File: config.mk
export PLATFORM = sky130hd
export DESIGN_NAME = mdu_hilo
export DESIGN_NICKNAME = d
export VERILOG_FILES = /design/src/rtl/mdu_pkg.sv /design/src/rtl/mdu_iter_core.sv /design/src/rtl/mdu_hilo.sv
export SDC_FILE = /design/constraint.sdc
export NUM_CORES = 1
export LEC_CHECK = 0
export ABC_AREA = 1
export CELL_PAD_IN_SITES_DETAIL_PLACEMENT = 1
export CELL_PAD_IN_SITES_GLOBAL_PLACEMENT = 1
export CORE_MARGIN = 10
export CORE_UTILIZATION = 45
export DETAILED_ROUTE_END_ITERATION = 10
export PLACE_DENSITY_LB_ADDON = 0.1
export RECOVER_POWER = 50
export SYNTH_ARGS = -nofsm -noshare
export SYNTH_HDL_FRONTEND = slang
export SYNTH_SLANG_ARGS = --single-unit
File: constraint.sdc
create_clock -name clk -period 17.25 [get_ports clk]
set_input_delay 2.5875 -clock clk [delete_from_list [all_inputs] [get_ports clk]]
set_output_delay 2.5875 -clock clk [all_outputs]
set_load 0.1 [all_outputs]
File: src/rtl/mdu_pkg.sv
// Shared definitions for the HI/LO multiply/divide unit: op codes, FSM states
// and the constant used to fill LO on a divide by zero.
package mdu_pkg;

    localparam logic [1:0] OP_MULT  = 2'b00;
    localparam logic [1:0] OP_MULTU = 2'b01;
    localparam logic [1:0] OP_DIV   = 2'b10;
    localparam logic [1:0] OP_DIVU  = 2'b11;

    typedef enum logic [1:0] {
        S_IDLE = 2'b00,
        S_RUN  = 2'b01,
        S_FIX  = 2'b10
    } state_t;

    // LO is filled with this bit on every position when the divisor is zero
    localparam logic DIV0_LO_BIT = 1'b1;

    function automatic logic op_is_signed(input logic [1:0] op);
        return (op == OP_MULT) || (op == OP_DIV);
    endfunction

    function automatic logic op_is_div(input logic [1:0] op);
        return (op == OP_DIV) || (op == OP_DIVU);
    endfunction

endpackage

File: src/rtl/mdu_iter_core.sv
// Unsigned iterative datapath: radix-2 shift-add multiply and restoring
// shift-subtract divide, both advanced one bit per enabled step.
module mdu_iter_core #(
    parameter int WIDTH = 32
) (
    input  logic                 clk,
    input  logic                 reset,
    input  logic                 load,
    input  logic                 step,
    input  logic [WIDTH-1:0]     a,
    input  logic [WIDTH-1:0]     b,
    output logic [2*WIDTH-1:0]   acc,
    output logic [WIDTH-1:0]     quot,
    output logic [WIDTH-1:0]     rem
);

    logic [2*WIDTH-1:0] acc_r;
    logic [2*WIDTH-1:0] mcand_r;
    logic [WIDTH-1:0]   mplr_r;
    logic [WIDTH-1:0]   rem_r;
    logic [WIDTH-1:0]   quot_r;
    logic [WIDTH-1:0]   dvsr_r;

    logic [WIDTH:0]     shifted_s;
    logic [WIDTH-1:0]   diff_s;
    logic               ge_s;

    // Trial subtraction: the shifted partial remainder carries one extra bit
    always_comb begin
        shifted_s = {rem_r, quot_r[WIDTH-1]};
        ge_s      = (shifted_s >= {1'b0, dvsr_r});
        diff_s    = shifted_s[WIDTH-1:0] - dvsr_r;
    end

    // Both datapaths are loaded together and stepped together; the FSM picks the result
    always_ff @(posedge clk or posedge reset) begin
        if (reset) begin
            acc_r   <= '0;
            mcand_r <= '0;
            mplr_r  <= '0;
            rem_r   <= '0;
            quot_r  <= '0;
            dvsr_r  <= '0;
        end else if (load) begin
            acc_r   <= '0;
            mcand_r <= {{WIDTH{1'b0}}, a};
            mplr_r  <= b;
            rem_r   <= '0;
            quot_r  <= a;
            dvsr_r  <= b;
        end else if (step) begin
            if (mplr_r[0]) begin
                acc_r <= acc_r + mcand_r;
            end
            mcand_r <= mcand_r << 1;
            mplr_r  <= mplr_r >> 1;
            if (ge_s) begin
                rem_r  <= diff_s;
                quot_r <= {quot_r[WIDTH-2:0], 1'b1};
            end else begin
                rem_r  <= shifted_s[WIDTH-1:0];
                quot_r <= {quot_r[WIDTH-2:0], 1'b0};
            end
        end
    end

    assign acc  = acc_r;
    assign quot = quot_r;
    assign rem  = rem_r;

endmodule

File: src/rtl/mdu_hilo.sv
// Iterative MIPS multiply/divide unit with architectural HI/LO registers,
// MTHI/MTLO writes, MFHI/MFLO read port and pipeline stall generation.
module mdu_hilo
    import mdu_pkg::*;
#(
    parameter int WIDTH = 32,
    parameter int CNT_W = 6
) (
    input  logic             clk,
    input  logic             reset,
    input  logic             start,
    input  logic [1:0]       op,
    input  logic [WIDTH-1:0] srcA,
    input  logic [WIDTH-1:0] srcB,
    input  logic             mt_we,
    input  logic             mt_hi,
    input  logic             mf_req,
    input  logic             mf_hi,
    output logic [WIDTH-1:0] rd,
    output logic             busy,
    output logic             done,
    output logic             stall
);

    state_t             state_r;
    logic [CNT_W-1:0]   cnt_r;
    logic               busy_r;
    logic               done_r;
    logic [WIDTH-1:0]   hi_r;
    logic [WIDTH-1:0]   lo_r;
    logic               div_r;
    logic               dz_r;
    logic               neg_q_r;
    logic               neg_r_r;
    logic [WIDTH-1:0]   dvd_r;

    logic               sgn_s;
    logic               launch_s;
    logic               step_s;
    logic [WIDTH-1:0]   a_abs_s;
    logic [WIDTH-1:0]   b_abs_s;
    logic [2*WIDTH-1:0] core_acc_s;
    logic [WIDTH-1:0]   core_quot_s;
    logic [WIDTH-1:0]   core_rem_s;
    logic [2*WIDTH-1:0] prod_s;
    logic [WIDTH-1:0]   fix_hi_s;
    logic [WIDTH-1:0]   fix_lo_s;

    // Operand magnitudes and core enables
    always_comb begin
        sgn_s    = op_is_signed(op);
        a_abs_s  = (sgn_s && srcA[WIDTH-1]) ? (-srcA) : srcA;
        b_abs_s  = (sgn_s && srcB[WIDTH-1]) ? (-srcB) : srcB;
        launch_s = start && (state_r == S_IDLE);
        step_s   = (state_r == S_RUN) && (cnt_r != '0);
    end

    mdu_iter_core #(.WIDTH(WIDTH)) u_core (
        .clk   (clk),
        .reset (reset),
        .load  (launch_s),
        .step  (step_s),
        .a     (a_abs_s),
        .b     (b_abs_s),
        .acc   (core_acc_s),
        .quot  (core_quot_s),
        .rem   (core_rem_s)
    );

    // Sign correction of the unsigned core result; divide by zero bypasses it
    always_comb begin
        prod_s   = neg_q_r ? (-core_acc_s) : core_acc_s;
        fix_hi_s = prod_s[2*WIDTH-1:WIDTH];
        fix_lo_s = prod_s[WIDTH-1:0];
        if (!div_r) begin
            fix_hi_s = prod_s[2*WIDTH-1:WIDTH];
            fix_lo_s = prod_s[WIDTH-1:0];
        end else if (dz_r) begin
            fix_hi_s = dvd_r;
            fix_lo_s = {WIDTH{DIV0_LO_BIT}};
        end else begin
            fix_lo_s = neg_q_r ? (-core_quot_s) : core_quot_s;
            fix_hi_s = neg_r_r ? (-core_rem_s) : core_rem_s;
        end
    end

    // Control FSM, HI/LO commit and MT writes
    always_ff @(posedge clk or posedge reset) begin
        if (reset) begin
            state_r <= S_IDLE;
            cnt_r   <= '0;
            busy_r  <= 1'b0;
            done_r  <= 1'b0;
            hi_r    <= '0;
            lo_r    <= '0;
            div_r   <= 1'b0;
            dz_r    <= 1'b0;
            neg_q_r <= 1'b0;
            neg_r_r <= 1'b0;
            dvd_r   <= '0;
        end else begin
            case (state_r)
                S_IDLE: begin
                    done_r <= 1'b0;
                    if (start) begin
                        state_r <= S_RUN;
                        busy_r  <= 1'b1;
                        cnt_r   <= CNT_W'(WIDTH);
                        div_r   <= op_is_div(op);
                        dz_r    <= op_is_div(op) && (srcB == '0);
                        neg_q_r <= sgn_s && (srcA[WIDTH-1] ^ srcB[WIDTH-1]);
                        neg_r_r <= sgn_s && srcA[WIDTH-1];
                        dvd_r   <= srcA;
                    end else if (mt_we) begin
                        if (mt_hi) begin
                            hi_r <= srcA;
                        end else begin
                            lo_r <= srcA;
                        end
                    end
                end
                S_RUN: begin
                    if (cnt_r == '0) begin
                        state_r <= S_FIX;
                        done_r  <= 1'b1;
                    end else begin
                        cnt_r <= cnt_r - CNT_W'(1);
                    end
                end
                S_FIX: begin
                    state_r <= S_IDLE;
                    busy_r  <= 1'b0;
                    done_r  <= 1'b0;
                    hi_r    <= fix_hi_s;
                    lo_r    <= fix_lo_s;
                end
                default: begin
                    state_r <= S_IDLE;
                    busy_r  <= 1'b0;
                    done_r  <= 1'b0;
                end
            endcase
        end
    end

    assign rd    = mf_hi ? hi_r : lo_r;
    assign busy  = busy_r;
    assign done  = done_r;
    assign stall = busy_r && (mf_req || start || mt_we);

endmodule

# After elaboration in Yosys (flattened, before gate mapping)
# Cells that the tools add are included.
word_totals:
  register_bits: 366
  out_inout_bits: 35
  input_bits: 73
classes:
  muxes: 41
  eq_ne: 11
  add_sub_neg: 8
  bitwise: 2
  reduce_logical: 27
  magnitude_cmp: 1
op_table:
  columns: ["operator", "count"]
  rows:
  - ["2-to-1 mux 32 bit", 22]
  - ["2-to-1 mux 64 bit", 6]
  - ["negation 32 bit", 4]
  - ["one-hot mux 32 bit (2 select lines)", 2]
  - ["adder 64 bit", 1]
  - ["negation 64 bit", 1]
  - ["greater-or-equal comparator 33 x 32 -> 1 bit", 1]
  - ["zero test 32 bit", 1]
  - ["subtractor 32 bit", 1]
  - ["2-to-1 mux 6 bit", 2]
  - ["!= test 2 bit, second input constant", 6]
  - ["one-hot mux 6 bit (2 select lines)", 1]
  - ["AND reduction 2 bit", 4]
  - ["AND reduction 4 bit", 2]
  - ["nonzero test 2 bit", 4]
  - ["logical AND 1 bit", 7]
  - ["== test 2 bit, second input constant", 3]
  - ["zero test 6 bit", 1]
  - ["nonzero test 6 bit", 1]
  - ["subtractor 6 x 1 -> 6 bit, second input constant", 1]
  - ["zero test 2 bit", 2]
  - ["logical OR 1 bit", 4]
  - ["2-to-1 mux 1 bit", 4]
  - ["2-to-1 mux 2 bit", 2]
  - ["7 further kinds", 7]

# Depth between registers and ports, before layout
# Gate-level depths: netlist (run 1).
depth:
  ltp_word: 5
  mapped_depth: 17
  mapped_depth_nobuf: 17

# By module
# From an unflattened synthesis (run 1), not the netlist that was laid out.
unflattened:
  hier_cells: 4910
  hier_area_um2: 30210.2
by_module_without_submodules:
  columns: ["mod", "area_per_inst_um2", "seq_area_each_um2", "cells_per_inst", "n_inst"]
  rows:
  - ["mdu_iter_core", 18346.3, 6406.1, 2853, 1]
  - ["mdu_hilo", 11863.9, 2752.6, 2057, 1]

# Worst setup path before layout (run 1)
# No wires, ideal clock.
synth_timing:
  kind: "in2out"
  start: "input port mf_hi"
  end: "output port rd[28]"
  stages: 3
  arrival_ns: 5.058
  slack_ns: 9.605
  cell_sequence: "clkbuf_1 clkbuf_1 o21ai_0"
synth_between:
  elab_chain_cells: 1
synth_rtl:
  columns: ["item", "line", "source"]
  rows:
  - ["start, declared", "mdu_hilo.sv:18", "input logic mf_hi,"]
  - ["2-to-1 mux 32 bit", "mdu_hilo.sv:146", "assign rd = mf_hi ? hi_r : lo_r;"]
  - ["end, declared", "mdu_hilo.sv:19", "output logic [WIDTH-1:0] rd,"]
# No other way between the ends.

==> results of run 1 <==
layout make-up:
cell class / instances / share of cell area, %
Clock buffer: 60 / 4.00
Inverter: 558 / 6.49
Tap cell: 846 / 3.27
Multi-Input combinational cell: 3571 / 52.7
Timing Repair Buffer: 129 / 3.80
Clock inverter: 25 / 1.37
Sequential cell: 366 / 28.3
cells in the mapped netlist (16+ instances only):
| library cell | count | area, um2 |
|---|---|---|
| xnor2_1 | 19 | 166 |
| nor2_1 | 633 | 2380 |
| o22ai_1 | 16 | 100 |
| a22oi_1 | 44 | 330 |
| o21bai_1 | 21 | 158 |
| nor3_1 | 35 | 175 |
| o221ai_1 | 22 | 193 |
| nand3b_1 | 26 | 195 |
| a21oi_1 | 277 | 1390 |
| nand2_1 | 1368 | 5130 |
| xor2_1 | 18 | 158 |
| clkbuf_1 | 91 | 342 |
| o211ai_1 | 29 | 218 |
| inv_1 | 548 | 2060 |
| nand4_1 | 45 | 282 |
| o21ai_0 | 340 | 1700 |
| ha_1 | 102 | 1280 |
| buf_2 | 40 | 200 |
| buf_1 | 17 | 63.8 |
| dfrtp_1 | 366 | 9160 |
| nand3_1 | 468 | 2340 |
sequential cells by signal (all words and copies together), names as in the netlist, 2 cells and up:
name	flops
cnt_r	6
u_core.rem	32
dvd_r	32
u_core.quot	32
hi_r	32
state_r	2
u_core.acc	64
u_core.dvsr_r	32
lo_r	32
u_core.mcand_r	64
u_core.mplr_r	32
layer usage:
layer | track usage [%] | wire length [um]
met2 | 56.8 | 61400
met3 | 4.66 | 7230
met4 | 23.0 | 10100
met5 | 0 | 60
met1 | 41.3 | 52700
worst max-delay path, stage by stage:
cell,delay [ns]
dlygate4sd3_1,0.54
clkinvlp_2,3.09
clkbuf_1,2.43
cell usage in the layout (no fill, tap or decap), types with 6 or more instances in the layout:
master           count
nand2_1           1369
nor2_1             629
inv_1              547
nand3_1            468
dfrtp_1            364
o21ai_0            340
a21oi_1            277
clkdlybuf4s50_1    104
ha_1               102
clkbuf_16           46
nand4_1             45
a22oi_1             44
nor3_1              35
o211ai_1            30
nand3b_1            26
o221ai_1            22
o21bai_1            21
xnor2_1             19
xor2_1              18
buf_4               17
o22ai_1             16
o21ai_1             15
mux2_2              13
bufinv_16           11
a31oi_1             10
clkbuf_8             9
clkbuf_1             9
nand2_2              8
inv_2                8
clkinv_2             7
nor2_2               6
o21ai_2              6
where the power goes:
part	total, mW	switching, mW	internal [mW]	leakage (nW)
registers	1.76	0.487	1.27	4.48
clock network	1.13	0.429	0.696	0.841
logic	4.78	3.41	1.37	10.7
per-stage QoR:
| stage | hold WS, ns | instance area [um2] | power (mW) | setup slack [ns] | util (%) |
|---|---|---|---|---|---|
| 2_1_floorplan | 0.448 | 28900 | 4.76 | 4.50 | - |
| 3_3_place_gp | 0.468 | 30600 | 6.28 | 10.05 | 48.4 |
| 3_5_place_dp | 0.482 | 30600 | 6.41 | 9.96 | 48.4 |
| 4_1_cts | 0.498 | 32400 | 7.58 | 9.96 | 51.1 |
| 5_1_grt | 0.521 | 32300 | 8.19 | 7.41 | 51.1 |
| 6_report | 0.496 | 32300 | 7.66 | 8.48 | 51.1 |
cells by family after synthesis:
logic type / Yosys count / share of synthesized area (%)
fa+ha+maj: 104 / 4.55
xor+xnor: 37 / 1.12
compound gates: 809 / 15.6
flops: 366 / 31.7
simple gates: 2608 / 37.1
buf+inv: 709 / 9.41
mux: 13 / 0.506
final timing paths:
check | to | from | cells past startpoint
max reg2reg | u_core.quot[0] | state_r[1] | 6
min reg2reg | dvd_r[25] | dvd_r[25] | 2
min | dvd_r[25] | dvd_r[25] | 2
max in group clk | u_core.quot[0] | start | 6
max | dvd_r[30] | reset | 3
min in group asynchronous | lo_r[6] | reset | 2
==> reports/summary.txt, run 1 <==
Setup TNS Final = 0 ns
CTS root buf = clkbuf_16
Hpwl dp = 103,000 um
IO Count = 108
Synth async-reset ratio = 100%
Multi-input logic area = 17,100 um2
Status = finished, violations left
Antenna diodes = 0
Sink Count = 366
Crit Path Class = in2async
Routed vias/inst = 5.85
Clock skew = 0.0309 ns
RSZ-0062 raised after global routing = no
First-pass detailed-route iteration total = 5
CTS tree = yes
Post-cts sizing count = 0
Worst vdd ir = 100 uV
Library cells used by synthesis = 53
DIE WIDTH = 274 um
Tightest Pin Transition = 5.58 ns
CP Data Required Time = 17.23 ns
Post-Layout Cell Count = 5,555
Cts hold-fix bufs = 0
Grt ovf = 0
Achievable clock frequency = 114 MHz
Inst Count DP = 5,470
1st-iter DRT viols = 2,795
Die Span Y = 274 um
Total of max-cap violations = 6
Syn_area_per_cell = 6.23 um2
Setup Fix Bufs, Post-CTS = 0
Yosys Warn Count = 0
Row cnt = 92
Vias in the first global route = 33,000
Post-synthesis cell area = 28,900 um2
# setup viols final = 0
Total wire length = 131,000 um
Vias = 32,500
H-tree Lvls = 2
Violated checks = max-capacitance violations, max-slew violations
Area delta synth->final = 11.8%
Total CTS buffers = 46
Die ar. = 74,800 um2
Leak pwr = 16.0 nW
Reg area = 9160 um2
Gate Count Post-Synth = 4,646
Crit share post-route = 50.8%
FF-to-FF setup slack = 10.64 ns
Fraction of layout cells with a size suffix above 1 = 3.40%
Sequential fraction of the synthesis area = 31.7%
First-pass GRT wire length = 199,000 um
Clk_lat worst skew = 0.61 ns
Peak fanout along the critical path = 114
Crit path capture type = asynchronous set/reset pin
WP data arrival = 8.75 ns
Drt drc = 0
NumNets Final = 4,849
Initial antenna violation count = 5
Max Transition Viols Final = 393
Max transition margin = -274%
Fin. Hold Viols = 0
# port buffers = 107
P per Cell Area = 237 nW/um2
Starting Density = 45.7%
Core area = 63,300 um2
Gpl congestion = 1.01
Pin count of the biggest net entering global routing = 154
DRT antenna net count = 0
Synth Flop Type = dfrtp_1
Fillers = 8,724
#FFs+latches synth = 366
CTS clk-pin slew, worst paths = 0.06 ns
CP startpoint kind = primary input
Tmin final = 8.77 ns
Worst hold path type = reg2reg
Post-synth EDFFs = 0
Drt wl/cell = 23.7 um
Syn Nets = 4,823
Gr usage total = 34.4%
Clk buf depth = 3
Power figures use the tool's default switching activity.
==> run 2: changes to the inputs <==
--- a/config.mk
+++ b/config.mk
@@ -9,7 +9,7 @@
 export CELL_PAD_IN_SITES_DETAIL_PLACEMENT = 1
 export CELL_PAD_IN_SITES_GLOBAL_PLACEMENT = 1
 export CORE_MARGIN = 10
-export CORE_UTILIZATION = 45
+export CORE_UTILIZATION = 40
 export DETAILED_ROUTE_END_ITERATION = 10
 export PLACE_DENSITY_LB_ADDON = 0.1
 export RECOVER_POWER = 50
==> constraint.sdc (replaced) <==
create_clock -name clk -period 7.2 [get_ports clk]
set_input_delay 1.08 -clock clk [delete_from_list [all_inputs] [get_ports clk]]
set_output_delay 1.08 -clock clk [all_outputs]
set_load 0.1 [all_outputs]
==> reports/summary.txt, run 2 (synthesis gave the netlist of run 1 again) <==
DIE WIDTH = 289 um (+5.6%)
Total CTS buffers = 45 (-2.2%)
DR top layer = met5
Area delta synth->final = 11.5%
Met2 wire length = 62,700 um (+2.2%)
Row cnt = 98 (+6.5%)
H-tree Lvls = 2 (unchanged)
Die ar. = 83,500 um2 (+12%)
# setup viols final = 0 (unchanged)
RSZ-0062 raised after global routing = no
Crit path capture type = register
Die Span Y = 289 um (+5.6%)
Clk_lat worst skew = 0.61 ns (about the same)
Most common cell after layout, fill and taps aside = nand2_1
Setup Fix Bufs, Post-CTS = 0 (unchanged)
Setup TNS Final = 0 ns (unchanged)
Worst r2r src = state_r[1]
Crit share post-route = 75.2%
Clk buf depth = 3 (unchanged)
CTS clk-pin slew, worst paths = 0.06 ns (about the same)
Gr usage total = 30.9% (-3.4 points)
Most frequent cells in the layout = 1,369 x nand2_1, 629 x nor2_1, 546 x inv_1
CP Data Required Time = 7.67 ns (-9.56 ns)
Worst vdd ir = 305 uV (+200%)
Vias in the first global route = 32,500 (-1.6%)
Total of max-cap violations = 4 (-2)
Worst hold path type = reg2reg
Violated checks = max-capacitance violations, max-slew violations
Max transition margin = -116% (+160 points)
Hold_sp = u_core.mplr_r[31]
CTS tree = yes
CTS root buf = clkbuf_16
Total wire length = 132,000 um (+0.32%)
Met3 wire len = 6460 um (-11%)
Peak fanout along the critical path = 81 (-29%)
1st-iter DRT viols = 2,177 (-22%)
Leak pwr = 15.9 nW (-0.54%)
Max Transition Viols Final = 220 (-44%)
CP startpoint kind = primary input
Power, Total = 17.9 mW (+130%)
Crit Path Class = in2reg
Met1 wire length = 55,100 um (+4.6%)
Gpl congestion = 0.970 (-3.5%)
Status = finished, violations left
Starting Density = 40.4% (-5.3 points)
Clock skew = 0.0286 ns (-0.00230 ns)
Grt ovf = 0 (unchanged)
Hpwl dp = 105,000 um (+2.0%)
Fraction of layout cells with a size suffix above 1 = 3.42% (+0.020 points)
FF-to-FF setup slack = 2.28 ns (-8.36 ns)
CP startpoint = start
P per Cell Area = 555 nW/um2 (+130%)
Initial antenna violation count = 8 (+3)
First-pass GRT wire length = 198,000 um (-0.11%)
Vias = 31,900 (-1.8%)
Routed vias/inst = 5.63 (-3.7%)
Achievable clock frequency = 185 MHz
WP data arrival = 5.88 ns (-2.87 ns)
Tmin final = 5.41 ns
Fin. Hold Viols = 0 (unchanged)
First-pass detailed-route iteration total = 6 (+1)
# port buffers = 107 (unchanged)
Drt drc = 0 (unchanged)
NumNets Final = 4,854 (+0.10%)
Core area = 71,600 um2 (+13%)
DRT antenna net count = 0 (unchanged)
Cts hold-fix bufs = 0 (unchanged)
Sink Count = 366 (unchanged)
Tightest Pin Transition = 3.24 ns (-2.34 ns)
Post-cts sizing count = 0 (unchanged)
Pin count of the biggest net entering global routing = 164 (+6.5%)
IO Count = 108 (unchanged)
Drt wl/cell = 23.3 um (-1.6%)
run 2: changes by cell type in the layout (fill, tap and decap cells not counted), moves of 2 or more:
cell | previous run | this run
bufinv_16 | 11 | 2
buf_4 | 17 | 25
clkinv_2 | 7 | 12
clkbuf_1 | 9 | 12
clkbuf_8 | 9 | 6
clkinvlp_4 | 4 | 2
diode_2 | 0 | 2
run 2: path summary, 6_finish.rpt:
| kind | endpoint | cells after the start |
|---|---|---|
| worst max register to register | u_core.mplr_r[0] | 7 |
| worst max-delay path | u_core.mplr_r[0] | 7 |
| worst min-delay path | u_core.mplr_r[31] | 2 |
| max in group asynchronous | u_core.mcand_r[50] | 3 |
| min in group asynchronous | lo_r[6] | 2 |
| worst min register to register | u_core.mplr_r[31] | 2 |
run 2: cell type report:
class	instances	area (um2)
antenna	2	5.00
clock buffer	63	1270
clock inverter	18	171
fill	9723	39400
inverter	558	2100
multi-input combinational	3571	17100
sequential	366	9160
tap	950	1190
timing repair buffer	135	1280
run 2: worst max-delay path, cell delays in order:
cell and delay [ns]:
dlygate4sd3_1 0.55, nand2_1 1.95, inv_2 0.14, nor2_4 0.92
buf_4 0.89, nand2_1 0.15, o311ai_0 0.14
run 2: through the flow:
stage	utilization [%]	setup slack, ns	cell area [um2]	hold slack [ns]	std cells
2_1_floorplan	-	1.21	28900	0.448	4646
3_3_place_gp	43.1	3.01	30800	0.466	5580
3_5_place_dp	43.1	2.90	30800	0.474	5580
4_1_cts	45.1	2.87	32300	0.489	5661
5_1_grt	45.0	1.44	32200	0.518	5663
6_report	45.0	1.79	32200	0.487	5663
run 2: power breakdown:
group / switching, mW / internal (mW)
clock network: 1.02 / 1.31
registers: 1.12 / 3.04
logic: 8.13 / 3.28
total: 10.3 / 7.63
run 2: layer usage:
metal,vias up,track usage [%]
met5,-,0
met2,876,52.2
met3,275,3.95
li1,15200,-
met4,10,16.2
met1,15600,38.2
==> run 3: changes to the inputs <==
==> constraint.sdc (replaced) <==
create_clock -name clk -period 4.7 [get_ports clk]
set_input_delay 0.705 -clock clk [delete_from_list [all_inputs] [get_ports clk]]
set_output_delay 0.705 -clock clk [all_outputs]
set_load 0.1 [all_outputs]
==> reports/summary.txt, run 3 (synthesis gave the netlist of run 1 again) <==
Sw Ratio = 56.9% (-0.47 points)
Leak pwr = 16.1 nW (+1.1%)
Vias = 32,100 (+0.64%)
Routed vias/inst = 5.66 (+0.37%)
Most frequent cells in the layout = 1,369 x nand2_1, 629 x nor2_1, 546 x inv_1
First-pass detailed-route iteration total = 6 (unchanged)
Cts hold-fix bufs = 0 (unchanged)
Drt drc = 0 (unchanged)
Core area = 71,600 um2 (unchanged)
Cell Int Power = 12.0 mW (+57%)
Pin count of the biggest net entering global routing = 98 (-40%)
Fraction of layout cells with a size suffix above 1 = 4.42% (+1.0 points)
Drt wl/cell = 23.4 um (+0.64%)
Gpl congestion = 0.966 (-0.47%)
# port buffers = 107 (unchanged)
Clk_lat worst skew = 0.61 ns (about the same)
Die ar. = 83,500 um2 (unchanged)
CP Data Required Time = 5.23 ns (-2.44 ns)
Violated checks = max-capacitance violations, max-slew violations
Psw = 15.8 mW (+54%)
Final hold slack = 0.484 ns (-0.00345 ns)
CP max stage cell = clkbuf_2
Combinational Power Share = 63.4% (-0.4 points)
Setup Fix Bufs, Post-CTS = 0 (unchanged)
Vias in the first global route = 32,200 (-0.83%)
First-pass GRT wire length = 200,000 um (+0.87%)
DRT antenna net count = 0 (unchanged)
Seq pwr share = 22.6% (-0.6 points)
Worst hold path type = reg2reg
Clock skew = 0.0199 ns (-0.00868 ns)
Status = finished, violations left
1st-iter DRT viols = 2,141 (-1.7%)
Max Transition Viols Final = 200 (-9.1%)
Post-cts sizing count = 0 (unchanged)
P per Cell Area = 857 nW/um2 (+55%)
Gr usage total = 31.2% (+0.30 points)
Fin. Hold Viols = 0 (unchanged)
IO Count = 108 (unchanged)
CTS root buf = clkbuf_16
CTS clk-pin slew, worst paths = 0.06 ns (about the same)
Area delta synth->final = 12.2%
NumNets Final = 4,869 (+0.31%)
Clk buf depth = 3 (unchanged)
DIE WIDTH = 289 um (unchanged)
Total of max-cap violations = 4 (unchanged)
# setup viols final = 0 (unchanged)
Initial antenna violation count = 4 (-4)
WP data arrival = 4.37 ns (-1.51 ns)
Critical Path, Cell by Cell = nor2_1 > nand2_1 > clkbuf_2 > buf_4 > o21ai_0 > a21oi_1
Crit share post-route = 81.5%
Tmin final = 3.83 ns
CP peak stage delay = 1.24 ns (-0.71 ns)
Worst vdd ir = 454 uV (+49%)
Crit path capture type = register
RSZ-0062 raised after global routing = no
Most common cell after layout, fill and taps aside = nand2_1
Achievable clock frequency = 261 MHz
H-tree Lvls = 2 (unchanged)
Starting Density = 40.4% (unchanged)
Final instance area = 32,500 um2 (+0.66%)
CP Buf/Inv Count = 2 (-1)
Hpwl dp = 106,000 um (+1.0%)
Total wire length = 133,000 um (+0.91%)
Sink Count = 366 (unchanged)
Grt ovf = 0 (unchanged)
Max transition margin = -41.5% (+75 points)
Total CTS buffers = 46 (+2.2%)
Die Span Y = 289 um (unchanged)
Clk pwr share = 14.0% (+1.0 points)
CTS tree = yes
Crit Path Class = reg2reg
CP startpoint kind = register
Tightest Pin Transition = 2.12 ns (-1.12 ns)
Placed cell area = 30,900 um2 (+0.19%)
Cell family with most CP delay = buffers and inverters
Peak fanout along the critical path = 74 (-8.6%)
Row cnt = 98 (unchanged)
run 3: cell count changes in the layout (fill, tap and decap cells not counted):
cell and change:
clkinv_16 +1, buf_12 +2, buf_4 +39, clkbuf_8 +6
clkinv_8 -1, inv_6 +2, clkinv_2 -6, clkbuf_2 +1
clkdlybuf4s50_1 -32, bufinv_16 +4, dlygate4sd3_1 -1
run 3: power by group through the flow:
stage                     clock network [mW]  registers [mW]  logic [mW]
after floorplan                            0            5.57        11.9
after global placement                     0            6.25        17.1
after detailed placement                   0            6.28        17.4
after CTS                               3.95            6.24        17.5
after global routing                    4.07            6.43        19.4
final                                   3.91            6.28        17.6
run 3: through the flow:
stage                     std cells  setup WS [ns]  TNS [ns]  power, mW  util (%)
after detailed placement       5594           1.33         0       23.7      43.1
final                          5678          0.868         0       27.8      45.3
after floorplan                4646         -0.915   -334.96       17.5         -
after CTS                      5676           1.42         0       27.7      45.4
after global placement         5594           1.33         0       23.3      43.1
after global routing           5676          0.587         0       29.9      45.3
run 3: layout make-up:
cell class,count,area [um2]
Fill cell,9610,39200
Multi-Input combinational cell,3571,17100
Sequential cell,366,9160
Inverter,558,2100
Clock buffer,64,1340
Timing Repair Buffer,149,1310
Tap cell,950,1190
Clock inverter,18,293
Antenna cell,2,5.00
run 3: layer usage:
layer | track usage [%] | share of wire [%]
met4 | 16.2 | 5.7
met2 | 51.9 | 47
met1 | 39.6 | 42
met5 | 0 | 0.018
met3 | 3.64 | 5.0
run 3: final timing paths:
kind | slack (ns) | cells after the start | end | startpoint
setup / recovery | 0.87 | 6 | cnt_r[2] | state_r[1]
hold reg to reg | 0.48 | 2 | dvd_r[6] | dvd_r[6]
max in group asynchronous | 1.19 | 4 | u_core.mcand_r[29] | reset
setup reg to reg | 0.87 | 6 | cnt_r[2] | state_r[1]
hold / removal | 0.48 | 2 | dvd_r[6] | dvd_r[6]
min in group asynchronous | 0.74 | 2 | u_core.quot[6] | reset
run 3: tightest hold or removal path: cells and delay by family, from the launching register on:
| kind | cells | cell delay (ns) |
|---|---|---|
| flops | 1 | 0.34 |
| simple gates | 1 | 0.05 |
| compound gates | 1 | 0.06 |
